`src/rtl/booth_mult_seq_if.sv`:
```
// Operand/product handshake bundle for booth_mult_seq.
// in_signed exists only when MULT_UNSIGNED_EN is defined.
interface booth_mult_seq_if #(
    parameter int WIDTH = 8
);
    logic               in_valid;
    logic               in_ready;
    logic [WIDTH-1:0]   a;
    logic [WIDTH-1:0]   b;
`ifdef MULT_UNSIGNED_EN
    logic               in_signed;
`endif
    logic               out_valid;
    logic               out_ready;
    logic [2*WIDTH-1:0] product;

    modport master (
        output in_valid, a, b,
`ifdef MULT_UNSIGNED_EN
        output in_signed,
`endif
        output out_ready,
        input  in_ready, out_valid, product
    );

    modport slave (
        input  in_valid, a, b,
`ifdef MULT_UNSIGNED_EN
        input  in_signed,
`endif
        input  out_ready,
        output in_ready, out_valid, product
    );
endinterface

```
`src/rtl/booth_mult_seq.sv`:
```
// Sequential radix-2 Booth multiplier, one Booth step per clock, valid/ready on both sides.
// Optional MULT_UNSIGNED_EN adds in_signed for unsigned operation (WIDTH+1 steps).
module booth_mult_seq #(
    parameter int WIDTH = 8
) (
    input  logic            clk,
    input  logic            rst_n,
    booth_mult_seq_if.slave bus
);
    localparam int CNT_W = $clog2(WIDTH + 2);
    localparam int PW    = 2 * WIDTH;

    localparam logic [1:0] S_IDLE = 2'd0;
    localparam logic [1:0] S_BUSY = 2'd1;
    localparam logic [1:0] S_DONE = 2'd2;

    logic [1:0]       r_state;
    logic [PW-1:0]    r_mcand;
    logic [WIDTH+1:0] r_mplr;
    logic [PW-1:0]    r_acc;
    logic [CNT_W-1:0] r_cnt;
    logic [CNT_W-1:0] r_last;
    logic [PW-1:0]    r_product;

    logic             w_in_ready;
    logic             w_accept;
    logic [1:0]       w_pair;
    logic [PW-1:0]    w_acc_next;
    logic [PW-1:0]    w_mcand_ext;
    logic [WIDTH+1:0] w_mplr_ext;
    logic [CNT_W-1:0] w_last;

`ifdef MULT_UNSIGNED_EN
    // Unsigned mode zero-extends both operands and needs one extra step for the top bit of b.
    assign w_mcand_ext = bus.in_signed ? {{WIDTH{bus.a[WIDTH-1]}}, bus.a} : {{WIDTH{1'b0}}, bus.a};
    assign w_mplr_ext  = {bus.in_signed ? bus.b[WIDTH-1] : 1'b0, bus.b, 1'b0};
    assign w_last      = bus.in_signed ? CNT_W'(WIDTH - 1) : CNT_W'(WIDTH);
`else
    assign w_mcand_ext = {{WIDTH{bus.a[WIDTH-1]}}, bus.a};
    assign w_mplr_ext  = {bus.b[WIDTH-1], bus.b, 1'b0};
    assign w_last      = CNT_W'(WIDTH - 1);
`endif

    // NOTE: every always_comb output gets a default first so no latch is inferred.
    always_comb begin
        w_in_ready = 1'b0;
        case (r_state)
            S_IDLE:  w_in_ready = 1'b1;
            S_DONE:  w_in_ready = bus.out_ready;
            default: w_in_ready = 1'b0;
        endcase
    end

    assign w_accept = bus.in_valid && w_in_ready;
    assign w_pair   = r_mplr[r_cnt +: 2];

    always_comb begin
        w_acc_next = r_acc;
        case (w_pair)
            2'b01:   w_acc_next = r_acc + r_mcand;
            2'b10:   w_acc_next = r_acc - r_mcand;
            default: w_acc_next = r_acc;
        endcase
    end

    // NOTE: sequential state uses non-blocking assignments so all registers update together.
    always_ff @(posedge clk or negedge rst_n) begin
        if (!rst_n) begin
            r_state   <= S_IDLE;
            r_mcand   <= '0;
            r_mplr    <= '0;
            r_acc     <= '0;
            r_cnt     <= '0;
            r_last    <= '0;
            r_product <= '0;
        end else if (w_accept) begin
            // Covers both the idle accept and the back-to-back reload from DONE.
            r_mcand <= w_mcand_ext;
            r_mplr  <= w_mplr_ext;
            r_acc   <= '0;
            r_cnt   <= '0;
            r_last  <= w_last;
            r_state <= S_BUSY;
        end else begin
            case (r_state)
                S_BUSY: begin
                    r_acc   <= w_acc_next;
                    r_mcand <= r_mcand << 1;
                    r_cnt   <= r_cnt + CNT_W'(1);
                    if (r_cnt == r_last) begin
                        r_product <= w_acc_next;
                        r_state   <= S_DONE;
                    end
                end
                S_DONE: begin
                    if (bus.out_ready) begin
                        r_state <= S_IDLE;
                    end
                end
                S_IDLE:  r_state <= S_IDLE;
                default: r_state <= S_IDLE;
            endcase
        end
    end

    assign bus.in_ready  = w_in_ready;
    assign bus.out_valid = (r_state == S_DONE);
    assign bus.product   = r_product;
endmodule

```
`src/flat_wrapper.sv`:
```
// flat-port wrapper written by rule: the top's interface ports become plain ports
module booth_mult_seq_flat 
#(
    parameter int WIDTH = 8
)
  (clk, rst_n, bus_in_valid, bus_a, bus_b, bus_out_ready, bus_in_ready, bus_out_valid, bus_product);
  booth_mult_seq_if #(.WIDTH(WIDTH)) bus_i ();
  input  logic clk;
  input  logic rst_n;
  input wire logic [$bits(bus_i.in_valid)-1:0] bus_in_valid;
  input wire logic [$bits(bus_i.a)-1:0] bus_a;
  input wire logic [$bits(bus_i.b)-1:0] bus_b;
  input wire logic [$bits(bus_i.out_ready)-1:0] bus_out_ready;
  output wire logic [$bits(bus_i.in_ready)-1:0] bus_in_ready;
  output wire logic [$bits(bus_i.out_valid)-1:0] bus_out_valid;
  output wire logic [$bits(bus_i.product)-1:0] bus_product;
  assign bus_i.in_valid = bus_in_valid;
  assign bus_i.a = bus_a;
  assign bus_i.b = bus_b;
  assign bus_i.out_ready = bus_out_ready;
  assign bus_in_ready = bus_i.in_ready;
  assign bus_out_valid = bus_i.out_valid;
  assign bus_product = bus_i.product;
  booth_mult_seq #(.WIDTH(WIDTH)) u_core (.clk(clk), .rst_n(rst_n), .bus(bus_i));
endmodule
```
`config.mk`:
```
export PLATFORM = sky130hd
export DESIGN_NAME = booth_mult_seq_flat
export DESIGN_NICKNAME = d
export VERILOG_FILES = /design/src/rtl/booth_mult_seq_if.sv /design/src/rtl/booth_mult_seq.sv /design/src/flat_wrapper.sv
export SDC_FILE = /design/constraint.sdc
export NUM_CORES = 1
export LEC_CHECK = 0
export BUFFER_PORTS_ARGS = -buffer_cell sky130_fd_sc_hd__buf_2
export CELL_PAD_IN_SITES_DETAIL_PLACEMENT = 1
export CELL_PAD_IN_SITES_GLOBAL_PLACEMENT = 2
export CORE_MARGIN = 3
export CORE_UTILIZATION = 33
export CTS_BUF_LIST = sky130_fd_sc_hd__clkbuf_8
export CTS_CLUSTER_SIZE = 28
export DETAILED_ROUTE_END_ITERATION = 10
export MAX_ROUTING_LAYER = met4
export PLACE_DENSITY = 0.75
export SLEW_MARGIN = 20
export SYNTH_ARGS = -nofsm -noshare
export SYNTH_HDL_FRONTEND = slang
export SYNTH_SLANG_ARGS = --single-unit
export TNS_END_PERCENT = 20
```
`constraint.sdc`:
```
create_clock -name clk -period 4.7 [get_ports clk]
set_clock_uncertainty 0.1 [all_clocks]
set_input_delay 0.235 -clock clk [delete_from_list [all_inputs] [get_ports clk]]
set_output_delay 0.235 -clock clk [all_outputs]
set_load 0.005 [all_outputs]
```
==> impl_results.md, run 1 <==
- Syn_area_per_cell: approximately 8.6 um^2
- First-pass DRT Iterations: 4
- Global-route wire length before repair: between 15,000 and 20,000 um
- Crit end category: register
- Largest net degree at the start of global routing: between 60 and 70
- DIE AREA: 0.01317 mm^2
- Synth Area in Compound Gates: approximately 20%
- Number of DRC markers in iteration 0: 132
- Post-synthesis simple-gate area fraction: 20.13%
- DRT Wirelength: 10,580 um
- Cell taking the most area after synthesis: dfrtp_1
- Worst-Margin Slew: about 0.85 ns
- Fmax: 235.6 MHz
- Vias in the first global route: around 3,600
- Max-slew violations: 0
- Initial core utilization: 34.03%
- Synth Area in XOR/XNOR: around 6.0%
- Chip height: 114.7 um
- Worst-Skew Late Latency: 0.35 ns
- Area of the core: approximately 0.011 mm^2
- Cell Area, Synth: 0.003902 mm^2
- Std-Cell Rows: 39
- Final hold viol count: 0
- Syn_nets: between 400 and 500
- DIE WIDTH: 114.7 um
- Rel. slew slack: 43.25%
- Multi-input gate area: 0.002176 mm^2
- I/O Buffers: 37
- Final min period: about 4.2 ns
- All-Layer GR Usage: 18.03%
- Top cells by count, synth: nand2_1, dfrtp_1, a21oi_1
- Synth top area cells: dfrtp_1, nand2_1, ha_1
- Crit-path max FO: 5
- Antenna Nets Post-Route: 0
- Total negative setup slack: 0 ns
- Register Area: 0.001578 mm^2
- Min-delay worst type: primary input to register
- Grt ovf: 0
- WL/cell: around 16 um
- Layout area overhead: 17.15%
- Root buffer cell: clkbuf_8
- Crit Path Class: register to register
- FFs w/ async S/R, synth: between 90% and 100%
- TritonCTS clock tree: yes
- ANT cells: 0
- RSZ-0062 raised after global routing: false
- Synth Area in Adders: 6.284%
- Status: completed
- Post-synth EDFFs: 0
- Nets: 538
- Post-Syn Instances: 455
- Layout cells sized above 1: 14.88%
- Dpl hpwl: about 7600 um
- Final setup vio count: 0
- Post-synthesis sequential area ratio: between 40% and 50%
- Via count: 3,407
- Tcrit/Tclk final: 90.29%
- Post-CTS Setup Bufs: 0
- Worst EP required: 4.90 ns
- CTS max path bufs: 2
- Max Cap Viol: 0
- H-Tree Depth: 3
- Yosys top cell area share: 40.40%
- Worst-path clk slew: 0.07 ns
- Fillers: 1,351
- Routability congestion estimate: 0.8634
- Synthesis-stage register bit count: 63
- DRC viols: 0
- Most frequent cell after synthesis: nand2_1
- Num ports: 38
- Clock Sinks: 63
- Number of synthesis warnings: 0
- Largest family of logic cells by synthesized area: compound AO/OA/AOI/OAI gates
- Multiplexer share of the synthesized area: between 2 and 3%
- Vias/cell: 5.266
- Synth unique cells: 49
- Startpoint Class: register
- Arr. time, crit path: 4.44 ns
- Primary FF master, synth: dfrtp_1
- Initial antenna violation count: 0
- Num CTS Buffers: 9
[through the flow]
stage	worst slack [ns]	std cells	utilization [%]	hold WS, ns	cell area (um^2)
floorplan	0.4861	455	-	-0.1606	3902
global placement	0.5245	620	37.03	0.3252	4247
detailed placement	0.2275	620	37.03	0.3324	4247
CTS	0.1917	647	39.81	0.0008429	4566
global route	0.09173	647	39.87	0.01358	4572
finish	0.4563	647	39.87	0.02080	4572
[placed cells by master (no fill, tap or decap), types with 3 or more instances in the layout]
cell type,Yosys,layout
nor2b_1,3,3
nand2b_1,10,10
nand3_1,18,18
buf_2,4,37
xnor2_1,16,16
nor3b_1,3,3
o21a_1,5,5
o211ai_1,3,3
a22oi_1,6,6
o31ai_1,7,7
or3_1,3,3
a31oi_1,17,17
dfrtp_1,63,62
a21o_1,8,8
a21oi_1,35,34
or4_1,3,3
mux2i_1,4,4
nor2_1,34,34
inv_1,14,15
o21ai_0,33,33
nand4_1,4,4
buf_4,0,11
ha_1,18,18
xor2_1,9,9
a211oi_1,5,5
dlygate4sd3_1,0,11
nand2_1,76,76
nor3_1,6,6
clkbuf_8,0,12
[final timing paths]
kind	start	slack, ns	cells after the start	to
max	u_core.r_cnt[1]$_DFFE_PN0P_	0.46	15	u_core.r_acc[14]$_DFFE_PN0P_
min	bus_a[5]	0.02	3	u_core.r_mcand[5]$_DFFE_PN0P_
max reg2reg	u_core.r_cnt[1]$_DFFE_PN0P_	0.46	15	u_core.r_acc[14]$_DFFE_PN0P_
min reg2reg	u_core.bus.product[11]$_DFFE_PN0P_	0.38	2	u_core.bus.product[11]$_DFFE_PN0P_
max in group asynchronous	rst_n	3.42	3	u_core.r_cnt[0]$_DFFE_PN0P_
min in group asynchronous	rst_n	0.51	3	u_core.r_acc[3]$_DFFE_PN0P_
[timing repair]
| action | in CTS | in global routing |
|---|---|---|
| setup endpoints to repair | 0 | 3 |
| hold endpoints to repair | 48 | 0 |
| hold buffers | 11 | 0 |
| gates resized for setup | 0 | 3 |
[cells by family (layout without fill, tap and decap cells)]
group                    Yosys count  in the layout
buffers and inverters             40             89
XOR/XNOR                          26             26
flip-flops                        63             63
AO/OA/AOI/OAI                    130            130
AND/OR/NAND/NOR                  169            169
adder cells (fa/ha/maj)           19             19
multiplexers                       8              8
[worst max-delay path, cell delays in order (launching register included)]
cell and delay (ns):
dfrtp_1 0.35, mux2_2 0.34, a211oi_1 0.28, a211oi_1 0.08
a31oi_1 0.17, ha_1 0.20, mux2_2 0.37, fa_1 0.42
nand2b_1 0.20, a2111oi_1 0.42, buf_4 0.19, o21ai_0 0.16
a21oi_2 0.28, o21ai_0 0.17, o31ai_1 0.32, a21o_1 0.13
[routing by layer]
layer	track usage (%)	part of all wire, %
met1	22.13	47
met2	30.03	49
met3	3.053	2.5
met4	6.338	1.6
met5	-	0
[registers in the layout, indices dropped and copies added (netlist names)]
name / flops
u_core.r_acc: 16
u_core.r_last: 1
u_core.r_state: 2
u_core.r_mplr: 8
u_core.r_mcand: 16
u_core.r_cnt: 4
u_core.bus.product: 16
[cell type report]
class,count,share of cell area (%)
Timing Repair Buffer,59,8.265
Clock buffer,12,3.612
Sequential cell,63,34.51
Inverter,14,1.149
Tap cell,143,3.914
Clock inverter,4,0.9579
Multi-Input combinational cell,352,47.59
Power of run 1 is left out: the tool's default activity adds up to more than one toggle a clock period on the data nets, which glitch-free logic cannot reach.
==> run 2, diff against run 1 <==
Settings changed: CTS_BUF_LIST sky130_fd_sc_hd__clkbuf_8 to sky130_fd_sc_hd__clkbuf_2.
==> run 2 against run 1 <==
Wire length down 0.93%. Fmax down 1.4%. Setup slack worse by 0.062 ns. Count of clock-buffer cells in the layout down 2. Highest routed layer unchanged. Critical endpoint unchanged. Global-route usage down 0.068 points. Sequential cell count unchanged. Cell area down 0.82%. Critical path depth down 2. Final cell count up 1.1%. First-iteration DRC count down 18%.
==> impl_results.md, run 2 (same netlist as run 1, synthesis figures left out) <==
- Crit-path max FO: 12 (was 5)
- Hold wc startpoint: bus_in_valid (was bus_a[5])
- Buf/Inv on CP: 1 (unchanged)
- Critical path launch point: u_core.r_cnt[0]$_DFFE_PN0P_ (was u_core.r_cnt[1]$_DFFE_PN0P_)
- TritonCTS clock tree: yes (unchanged)
- Multi-input gate area: 0.002176 mm^2 (unchanged)
- I/O Buffers: 37 (unchanged)
- CTS max path bufs: 2 (unchanged)
- DIE WIDTH: 114.7 um (unchanged)
- Clock Sinks: 63 (unchanged)
- Via count: 3,463 (was 3,407)
- Area of the core: 0.01147 mm^2 (unchanged)
- Register Area: 0.001578 mm^2 (unchanged)
- Grt ovf: 0 (unchanged)
- Dpl hpwl: 7578 um (unchanged)
- Worst-Skew Late Latency: 0.50 ns (was 0.35 ns)
- All-Layer GR Usage: 17.96% (was 18.03%)
- Crit end category: register (unchanged)
- Layout area overhead: 16.19% (was 17.15%)
- Layout cells sized above 1: 14.29% (was 14.88%)
- DRC viols: 0 (unchanged)
- Max Cap Viol: 0 (unchanged)
- DIE AREA: 0.01317 mm^2 (unchanged)
- Cell family contributing the most delay on the critical path: compound AO/OA/AOI/OAI gates (unchanged)
- First-pass DRT Iterations: 4 (unchanged)
- Critical-path cell list: mux4_2 -> a31oi_1 -> ha_1 -> mux2_2 -> fa_1 -> nand2b_1 -> a2111oi_1 -> buf_4 -> o21ai_0 -> a21oi_2 -> o21ai_0 -> o31ai_1 -> a21o_1 (was mux2_2 -> a211oi_1 -> a211oi_1 -> a31oi_1 -> ha_1 -> mux2_2 -> fa_1 -> nand2b_1 -> a2111oi_1 -> buf_4 -> o21ai_0 -> a21oi_2 -> o21ai_0 -> o31ai_1 -> a21o_1)
- Std-Cell Rows: 39 (unchanged)
- RR Startpoint: u_core.r_cnt[0]$_DFFE_PN0P_ (was u_core.r_cnt[1]$_DFFE_PN0P_)
- Fmax: 232.3 MHz (was 235.6 MHz)
- Nets: 545 (was 538)
- Antenna Nets Post-Route: 0 (unchanged)
- Total negative setup slack: 0 ns (unchanged)
- Chip height: 114.7 um (unchanged)
- Max-slew violations: 0 (unchanged)
- Tcrit/Tclk final: 91.60% (was 90.29%)
- Arr. time, crit path: 4.66 ns (was 4.44 ns)
- ANT cells: 0 (unchanged)
- H-Tree Depth: 3 (unchanged)
- Num CTS Buffers: 9 (unchanged)
- Leading cell type in the layout, fill and taps excluded: nand2_1 (unchanged)
- Slowest Stage Delay on Critical Path: 0.53 ns (was 0.42 ns)
- Worst-path clk slew: 0.18 ns (was 0.07 ns)
- Vias in the first global route: 3,669 (was 3,580)
- Most frequent cells in the layout: nand2_1, dfrtp_1, buf_2 (unchanged)
- Number of DRC markers in iteration 0: 108 (was 132)
- Initial antenna violation count: 0 (unchanged)
- Final instance area: 0.004534 mm^2 (was 0.004572 mm^2)
- Crit Path Class: register to register (unchanged)
- Root buffer cell: clkbuf_2 (was clkbuf_8)
- Final setup vio count: 0 (unchanged)
- Initial core utilization: 34.03% (unchanged)
- Final hold viol count: 0 (unchanged)
- Post-DP Area: 0.004247 mm^2 (unchanged)
- Min-delay worst type: primary input to register (unchanged)
- Routability congestion estimate: 0.8634 (unchanged)
- Worst EP required: 5.06 ns (was 4.90 ns)
- Global-route wire length before repair: 18,260 um (was 18,160 um)
- RSZ-0062 raised after global routing: false (unchanged)
- Status: completed (unchanged)
- Crit-path slowest cell: dfrtp_2 (was fa_1)
- Vias/cell: 5.295 (was 5.266)
- Final min period: 4.305 ns (was 4.244 ns)
- Worst-Margin Slew: 0.8304 ns (was 0.8482 ns)
- Rel. slew slack: 44.43% (was 43.25%)
- Largest net degree at the start of global routing: 64 (unchanged)
- DRT Wirelength: 10,480 um (was 10,580 um)
- Startpoint Class: register (unchanged)
- Fillers: 1,365 (was 1,351)
- Num ports: 38 (unchanged)
- Most used cell, CP: o21ai_0
- WL/cell: 16.03 um (was 16.35 um)
run 2: cell count changes in the layout (fill, tap and decap cells not counted), sizes merged:
cell / before / now
dlygate4sd3: 11 / 18
clkinv: 2 / 5
clkbuf: 12 / 10
inv: 15 / 14
run 2: worst paths after layout:
check / endpoint / slack (ns) / cells past startpoint
max: u_core.r_acc[14]$_DFFE_PN0P_ / 0.39 / 13
min: u_core.r_last[0]$_DFFE_PN0P_ / 0.15 / 4
max reg2reg: u_core.r_acc[14]$_DFFE_PN0P_ / 0.39 / 13
min reg2reg: u_core.bus.product[5]$_DFFE_PN0P_ / 0.40 / 2
max in group asynchronous: u_core.r_cnt[0]$_DFFE_PN0P_ / 3.60 / 3
min in group asynchronous: u_core.bus.product[3]$_DFFE_PN0P_ / 0.33 / 3
run 2: through the flow:
step	setup slack [ns]	instances	utilization [%]	hold slack [ns]
after global placement	0.5245	620	37.03	0.3252
after floorplan	0.4861	455	-	-0.1606
after global routing	0.05780	654	39.54	0.1517
final	0.3947	654	39.54	0.1547
after detailed placement	0.2275	620	37.03	0.3324
after CTS	0.1734	654	39.49	0.09725
run 2: timing repair:
item | CTS | global route
endpoints found under the hold margin | 84 | 0
resized for setup | 0 | 3
setup buffers | 0 | 0
hold buffers | 18 | 0
setup endpoints to repair | 0 | 3
run 2: worst reg2reg max path, cell delays in order (launching register included):
cell	delay, ns
dfrtp_2	0.53
mux4_2	0.53
a31oi_1	0.20
ha_1	0.20
mux2_2	0.37
fa_1	0.42
nand2b_1	0.21
a2111oi_1	0.45
buf_4	0.19
o21ai_0	0.17
a21oi_2	0.28
o21ai_0	0.17
o31ai_1	0.32
a21o_1	0.13
run 2: area by class of cell:
cell class / count / area share [%]
tap: 143 / 3.946
sequential: 63 / 34.80
timing repair buffer: 66 / 9.879
clock buffer: 10 / 1.104
multi-input combinational: 352 / 47.99
inverter: 14 / 1.159
clock inverter: 6 / 1.131
run 2: per-layer routing:
layer	vias up	wire length, um	global-route usage [%]
li1	1707	-	-
met1	1684	4841	21.94
met2	53	5164	30.27
met3	19	284	2.316
met4	0	191	6.964
met5	-	0	-
Power of run 2 is left out for the same reason.
